--- config.mk ---
export PLATFORM = sky130hd
export DESIGN_NAME = coolgirl_config_ctrl
export DESIGN_NICKNAME = d
export VERILOG_FILES = /design/src/rtl/coolgirl_config_ctrl.sv
export SDC_FILE = /design/constraint.sdc
export NUM_CORES = 1
export LEC_CHECK = 0
export CORE_MARGIN = 1
export CORE_UTILIZATION = 55
export CTS_BUF_LIST = sky130_fd_sc_hd__clkbuf_8
export CTS_CLUSTER_SIZE = 20
export DETAILED_ROUTE_END_ITERATION = 8
export GPL_ROUTABILITY_DRIVEN = 0
export PLACE_DENSITY_LB_ADDON = 0.05
export SLEW_MARGIN = 15
export SYNTH_ARGS = -nofsm -noshare
export SYNTH_HDL_FRONTEND = slang
export SYNTH_SLANG_ARGS = --single-unit
export TNS_END_PERCENT = 100
--- constraint.sdc ---
create_clock -name m2 -period 4.9 [get_ports m2]
set_input_delay 0.49 -clock m2 [delete_from_list [all_inputs] [get_ports m2]]
set_output_delay 0.49 -clock m2 [all_outputs]
set_load 0.02 [all_outputs]
--- src/rtl/coolgirl_config_ctrl.sv ---
// ============================================================================
// Module   : coolgirl_config_ctrl
// Purpose  : $5000-$5FFF configuration shadow registers with atomic commit on
//            the next cartridge ROM fetch (or timeout), plus sticky lock.
//            Optional readback when COOLGIRL_CFG_READBACK_EN is defined.
// Revision : 1.0 - initial release
// ============================================================================
`default_nettype none

module coolgirl_config_ctrl #(
    parameter int MAPPER_BITS    = 5,
    parameter int COMMIT_TIMEOUT = 255
) (
    input  logic                   m2,
    input  logic                   reset,
    input  logic                   romsel,
    input  logic                   cpu_rw_in,
    input  logic [14:0]            cpu_addr_in,
    input  logic [7:0]             cpu_data_in,
    output logic [12:0]            cpu_base,
    output logic [6:0]             prg_mask,
    output logic [4:0]             chr_mask,
    output logic [MAPPER_BITS-1:0] mapper,
    output logic [1:0]             sram_page,
    output logic                   sram_enabled,
    output logic                   chr_write_enabled,
    output logic                   prg_write_enabled,
    output logic                   map_rom_on_6000,
    output logic                   four_screen,
    output logic                   locked,
    output logic                   commit_pending
`ifdef COOLGIRL_CFG_READBACK_EN
    ,
    output logic [7:0]             cpu_data_out,
    output logic                   cpu_data_out_enabled
`endif
);

    localparam logic [0:0] c_st_idle  = 1'b0;
    localparam logic [0:0] c_st_armed = 1'b1;
    localparam logic [7:0] c_timeout  = COMMIT_TIMEOUT[7:0];
    localparam logic [6:0] c_prg_mask_rst = 7'h7E;

    logic [0:0]             r_state;
    logic [7:0]             r_count;
    logic                   r_lock_req;
    logic                   r_locked;

    logic [12:0]            r_sh_base,     r_act_base;
    logic [6:0]             r_sh_prg_mask, r_act_prg_mask;
    logic [4:0]             r_sh_chr_mask, r_act_chr_mask;
    logic [MAPPER_BITS-1:0] r_sh_mapper,   r_act_mapper;
    logic [6:0]             r_sh_ctrl,     r_act_ctrl;

    logic       w_sel;
    logic       w_wr;
    logic [2:0] w_reg;
    logic       w_ctrl_wr;
    logic       w_arm;
    logic       w_lock_wr;
    logic       w_armed;
    logic       w_apply;
    logic       w_unused;

    assign w_sel     = romsel && (cpu_addr_in[14:12] == 3'b101);
    assign w_wr      = w_sel && !cpu_rw_in && !r_locked;
    assign w_reg     = cpu_addr_in[2:0];
    assign w_ctrl_wr = w_wr && (w_reg == 3'd6);
    assign w_arm     = w_ctrl_wr && cpu_data_in[0];
    assign w_lock_wr = w_ctrl_wr && cpu_data_in[7];
    assign w_armed   = (r_state == c_st_armed);
    // A re-arm on the timeout edge reloads the counter instead of applying.
    assign w_apply   = w_armed && !w_arm && (!romsel || (r_count <= 8'd1));
    assign w_unused  = ^cpu_addr_in[11:3];

    always_ff @(posedge m2) begin
        if (reset) begin
            r_state        <= c_st_idle;
            r_count        <= 8'd0;
            r_lock_req     <= 1'b0;
            r_locked       <= 1'b0;
            r_sh_base      <= '0;
            r_sh_prg_mask  <= c_prg_mask_rst;
            r_sh_chr_mask  <= '0;
            r_sh_mapper    <= '0;
            r_sh_ctrl      <= '0;
            r_act_base     <= '0;
            r_act_prg_mask <= c_prg_mask_rst;
            r_act_chr_mask <= '0;
            r_act_mapper   <= '0;
            r_act_ctrl     <= '0;
        end else begin
            if (w_wr) begin
                case (w_reg)
                    3'd0:    r_sh_base[12:8] <= cpu_data_in[4:0];
                    3'd1:    r_sh_base[7:0]  <= cpu_data_in;
                    3'd2:    r_sh_prg_mask   <= cpu_data_in[6:0];
                    3'd3:    r_sh_chr_mask   <= cpu_data_in[4:0];
                    3'd4:    r_sh_mapper     <= cpu_data_in[MAPPER_BITS-1:0];
                    3'd5:    r_sh_ctrl       <= cpu_data_in[6:0];
                    default: ;
                endcase
            end

            if (w_lock_wr) begin
                r_lock_req <= 1'b1;
            end

            if (w_arm) begin
                r_state <= c_st_armed;
                r_count <= c_timeout;
            end else if (w_apply) begin
                // Non-blocking copy takes the pre-write shadow on a collision.
                r_state        <= c_st_idle;
                r_count        <= 8'd0;
                r_act_base     <= r_sh_base;
                r_act_prg_mask <= r_sh_prg_mask;
                r_act_chr_mask <= r_sh_chr_mask;
                r_act_mapper   <= r_sh_mapper;
                r_act_ctrl     <= r_sh_ctrl;
                if (r_lock_req || w_lock_wr) begin
                    r_locked <= 1'b1;
                end
            end else if (w_armed && (r_count != 8'd0)) begin
                r_count <= r_count - 8'd1;
            end

            if (w_lock_wr && !w_armed && !w_arm) begin
                r_locked <= 1'b1;
            end
        end
    end

    assign cpu_base          = r_act_base;
    assign prg_mask          = r_act_prg_mask;
    assign chr_mask          = r_act_chr_mask;
    assign mapper            = r_act_mapper;
    assign sram_page         = r_act_ctrl[1:0];
    assign sram_enabled      = r_act_ctrl[2];
    assign chr_write_enabled = r_act_ctrl[3];
    assign prg_write_enabled = r_act_ctrl[4];
    assign map_rom_on_6000   = r_act_ctrl[5];
    assign four_screen       = r_act_ctrl[6];
    assign locked            = r_locked;
    assign commit_pending    = w_armed;

`ifdef COOLGIRL_CFG_READBACK_EN
    logic       w_rd;
    logic [7:0] w_rd_data;

    assign w_rd = w_sel && cpu_rw_in;

    always_comb begin
        w_rd_data = 8'h00;
        case (w_reg)
            3'd0:    w_rd_data = {3'b000, r_sh_base[12:8]};
            3'd1:    w_rd_data = r_sh_base[7:0];
            3'd2:    w_rd_data = {1'b0, r_sh_prg_mask};
            3'd3:    w_rd_data = {3'b000, r_sh_chr_mask};
            3'd4:    w_rd_data = 8'(r_sh_mapper);
            3'd5:    w_rd_data = {1'b0, r_sh_ctrl};
            3'd6:    w_rd_data = {r_locked, 6'b000000, w_armed};
            default: w_rd_data = 8'h00;
        endcase
    end

    assign cpu_data_out         = w_rd ? w_rd_data : 8'h00;
    assign cpu_data_out_enabled = w_rd;
`endif

endmodule

`default_nettype wire

* Yosys cells after proc, flatten, opt, wreduce, memory -nomap -nowiden
Index checks and enable logic that the tools add are counted.
** Storage, ports and cells
- Register bits :: 85
- Bits of input ports :: 27
- Output and inout port bits :: 39
- Logic and storage cells :: 67
** Cells by class
- Add/sub/neg operators :: 1
- Magnitude comparators :: 1
- Equality and inequality tests :: 8
- Mux-type cells :: 9
- Bitwise logic cells :: 1
- Reductions and logical operators :: 32
** Operators by type and width (count)
- 2-to-1 mux 8 bit :: 3
- AND reduction 2 bit :: 7
- == test 3 bit (second input constant) :: 4
- logical AND 1 bit :: 11
- <= comparator 8 x 1 -> 1 bit (second input constant) :: 1
- nonzero test 8 bit :: 1
- subtractor 8 x 1 -> 8 bit (second input constant) :: 1
- == test 3 x 2 -> 1 bit (second input constant) :: 2
- 2-to-1 mux 1 bit :: 6
- nonzero test 2 bit :: 3
- zero test 1 bit :: 5
- == test 3 x 1 -> 1 bit (second input constant) :: 1
- zero test 3 bit :: 1
- AND reduction 3 bit :: 1
- nonzero test 3 bit :: 1
- logical OR 1 bit :: 2
- inequality test 2 x 1 -> 1 bit (second input constant) :: 1
- NOT 1 bit :: 1

* Logic depth before layout (Yosys ltp)
- Word-level depth :: 12
- Depth in mapped cells :: 7
- Mapped depth without buffers :: 6

* Least setup slack after synthesis
Ideal clock, no wire load.
- Path kind :: register to register
- From :: register r_count[3]
- To :: register r_count[2]
- Library setup time :: 132 ps
- Arrival :: 1614 ps
- Required time :: 4768 ps
- Slack :: 3154 ps
- Cell stages (with the launch flop) :: 7
- Path buffers :: 2
- Period minus slack after synthesis :: 1746 ps
- Path through :: dfxtp_1 -> or3_1 -> buf_6 -> o31a_1 -> buf_6 -> a311oi_1 -> nor3_1
** On the way
- Word-level cells in the longest chain between the ends :: 5
- Elaborated cells on any way between the ends :: 8
- Classes of those cells :: order compare: 1; mux: 2; reduce/logical: 5
** RTL lines
- start: declaration :: line 45 : logic [7:0] r_count;
- start signal: assignment :: line 111 : r_count <= c_timeout;
- start signal: assignment :: line 125 : r_count <= r_count - 8'd1;
- <= comparator 8 x 1 -> 1 bit :: line 73 : assign w_apply = w_armed && !w_arm && (!romsel || (r_count <= 8'd1));
- logical OR 1 bit :: line 73
- logical AND 1 bit :: line 73
- 2-to-1 mux 8 bit :: line 112 : end else if (w_apply) begin
- 2-to-1 mux 8 bit :: line 109 : if (w_arm) begin
Parallel ways exist; a longest one is shown, timed or not.
A chain may end at the register's enable or synchronous reset.

* Final worst setup path
- From :: input port romsel
- To :: register r_act_prg_mask[1] (netlist: prg_mask[1])
** On the way
- Word-level cells in the longest chain between the ends :: 9
- Elaborated cells on any way between the ends :: 12
- Classes of those cells :: bitwise: 1; reduce/logical: 11
** RTL lines
- start: declaration :: line 16 : input logic romsel,
- logical AND 1 bit :: line 65 : assign w_sel = romsel && (cpu_addr_in[14:12] == 3'b101);
- logical AND 1 bit (2 in series) :: line 66 : assign w_wr = w_sel && !cpu_rw_in && !r_locked;
- logical AND 1 bit :: line 68 : assign w_ctrl_wr = w_wr && (w_reg == 3'd6);
- logical AND 1 bit :: line 69 : assign w_arm = w_ctrl_wr && cpu_data_in[0];
- zero test 1 bit :: line 73
- logical AND 1 bit (2 in series) :: line 73
- AND reduction 2 bit (no line) (*)
- end signal: assignment :: line 88 : r_act_prg_mask <= c_prg_mask_rst;
- end signal: assignment :: line 117 : r_act_prg_mask <= r_sh_prg_mask;
- end: declaration :: line 50 : logic [6:0] r_sh_prg_mask, r_act_prg_mask;
Mark *: on every way between the ends. The rest lies on a longest branch, timed or not.

==> metrics <==
Routed WL approximately 8300 µm; RSZ-0062 raised after global routing false; Max Cap Violations 0; CTS Buf Count 9; std cell rows 28; number of global-route vias before repair about 2.7k; GRT Overall Usage 0.260; Syn-to-layout area delta 20.0%; dpl hpwl ~5100 µm; worst slew pin tran 0.954 ns; initial antenna violation count 0; Final Max Tran Viols 0; Fill cells 520; DR iter-0 viols 179; most frequent cells in the layout 85 x dfxtp_1, 58 x nor2_1, 55 x clkdlybuf4s50_1; Fin Setup TNS 0 ns; VDD IR max ~190 µV; Synth warnings 0; die area 6820 µm²; Crit Path Category input pin to register; worst min-delay path category register to register; Core ar. 6100 µm²; Die W 82.6 µm; post-route minimum period 2.84 ns; Pwr Density 288 nW/µm²; Initial Utilization 0.586; Sink Count 85; DRC viols 0; layout cells sized above 1 0.0613; sequential fraction of the synthesis area 0.477; IO Pins 66; fraction of registers with async set/reset 0; endpoints failing setup 0; post-synthesis cell count 385; syn_area_per_cell 9.28 µm²; worst-skew pair later-pin latency around 0.35 ns; Worst-path clk slew ~0.080 ns; Crit path required time 5.13 ns; final critical-path share of the clock period 0.579; Fmax 352 MHz; largest net degree at the start of global routing 55; CTS tree done; outcome completed; synthesized area 3570 µm²; setup bufs post-CTS 0; routed wire length per instance roughly 17 µm; Worst slew margin 0.364; leakage power 1.57 nW; CTS root buf clkbuf_8; EDFF count, synth 0; diodes inserted 0; Startpoint Class input pin; global-route wire length before repair 13200 µm; Detailed Routing Iterations Pass 1 4; vias 3029; post-cts resize count 0; prevailing post-synth register cell dfxtp_1; commonest non-fill, non-tap cell in the layout dfxtp_1; H-tree levels 3; final net count 448; Final Skew approximately 0.012 ns; distinct cell type count after synthesis 41; Fin. Hold Viols 0; CP Capture Type register; hold_buf cts 0; Port Buffer Count 56; CP Data Arrival Time between 3 and 4 ns; clk buf depth 2; Overflow after GRT 0; hold slack 0.463 ns; Die Ht 82.6 µm; number of nets still failing antenna checks after routing 0; Synth Net Count 414; flops & latches, synth 85; DR vias/cell 6.07; CP Max Fanout 20
sequential cells by signal (all words and copies together), names as in the netlist:
signal          count
cpu_base           13
r_sh_base          13
r_count             8
prg_mask            7
r_act_ctrl          7
r_sh_ctrl           7
r_sh_prg_mask       7
chr_mask            5
mapper              5
r_sh_chr_mask       5
r_sh_mapper         5
commit_pending      1
locked              1
r_lock_req          1
cell type report:
type / instances / area (µm²) / area share
sequential: 85 / 1700 / 0.397
multi-input combinational: 251 / 1650 / 0.385
timing repair buffer: 62 / 601 / 0.140
clock buffer: 10 / 138 / 0.0321
tap: 75 / 93.8 / 0.0219
clock inverter: 6 / 63.8 / 0.0149
inverter: 10 / 37.5 / 0.00876
cells by family after synthesis:
family | Yosys count | share of synthesized area
AND/OR/NAND/NOR | 121 | 0.176
AO/OA/AOI/OAI | 90 | 0.172
flip-flops | 85 | 0.477
buffers and inverters | 49 | 0.0617
multiplexers | 38 | 0.107
adder cells (fa/ha/maj) | 2 | 0.00701
metrics by stage:
| step | setup slack [ns] | utilization | area [µm²] | total power, mW | std cells |
|---|---|---|---|---|---|
| after floorplan | 3.15 | - | 3570 | 0.728 | 385 |
| after global placement | 1.79 | 0.670 | 4080 | 0.753 | 483 |
| after detailed placement | 1.73 | 0.670 | 4080 | 0.753 | 483 |
| after CTS | 2.10 | 0.703 | 4280 | 1.24 | 499 |
| after global routing | 1.95 | 0.703 | 4280 | 1.27 | 499 |
| final | 2.06 | 0.703 | 4280 | 1.23 | 499 |
worst max-delay path: stages:
cell and delay, ns:
clkdlybuf4s50_1 0.65, and4bb_1 0.45, and4_1 0.78, buf_4 0.40
nor3_4 0.12, mux2i_1 0.16
worst paths after layout:
path	startpoint	end	slack (ns)	depth (start not counted)
setup reg to reg	r_count[0]	r_count[2]	2.37	7
hold reg to reg	r_lock_req	r_lock_req	0.46	2
setup / recovery	romsel	prg_mask[1]	2.06	6
hold / removal	r_lock_req	r_lock_req	0.46	2
where the power goes:
group	switching, mW	internal [mW]
Combinational	0.0291	0.0173
Sequential	0.000569	0.691
Clock	0.246	0.249
per-layer routing:
| metal | wire length, µm | global-route usage |
|---|---|---|
| met4 | 102 | 0.109 |
| met1 | 3960 | 0.361 |
| met5 | 0 | 0 |
| met2 | 3910 | 0.400 |
| met3 | 347 | 0.0385 |
Yosys cell counts (3+ instances only):
cell	n	area (µm²)
or3_1	3	18.8
dfxtp_1	85	1700
o31ai_1	31	233
o31a_1	3	26.3
nor3_1	3	15.0
mux2i_1	38	380
a31oi_1	6	37.5
inv_1	9	33.8
nand3_1	5	25.0
nand2_1	4	15.0
clkbuf_1	21	78.8
nand4_1	34	213
buf_2	14	70.1
nor2_1	58	218
and4_1	3	26.3
a21oi_1	32	160
a211o_1	6	52.6
No activity file was read; power rests on OpenSTA's default activity.
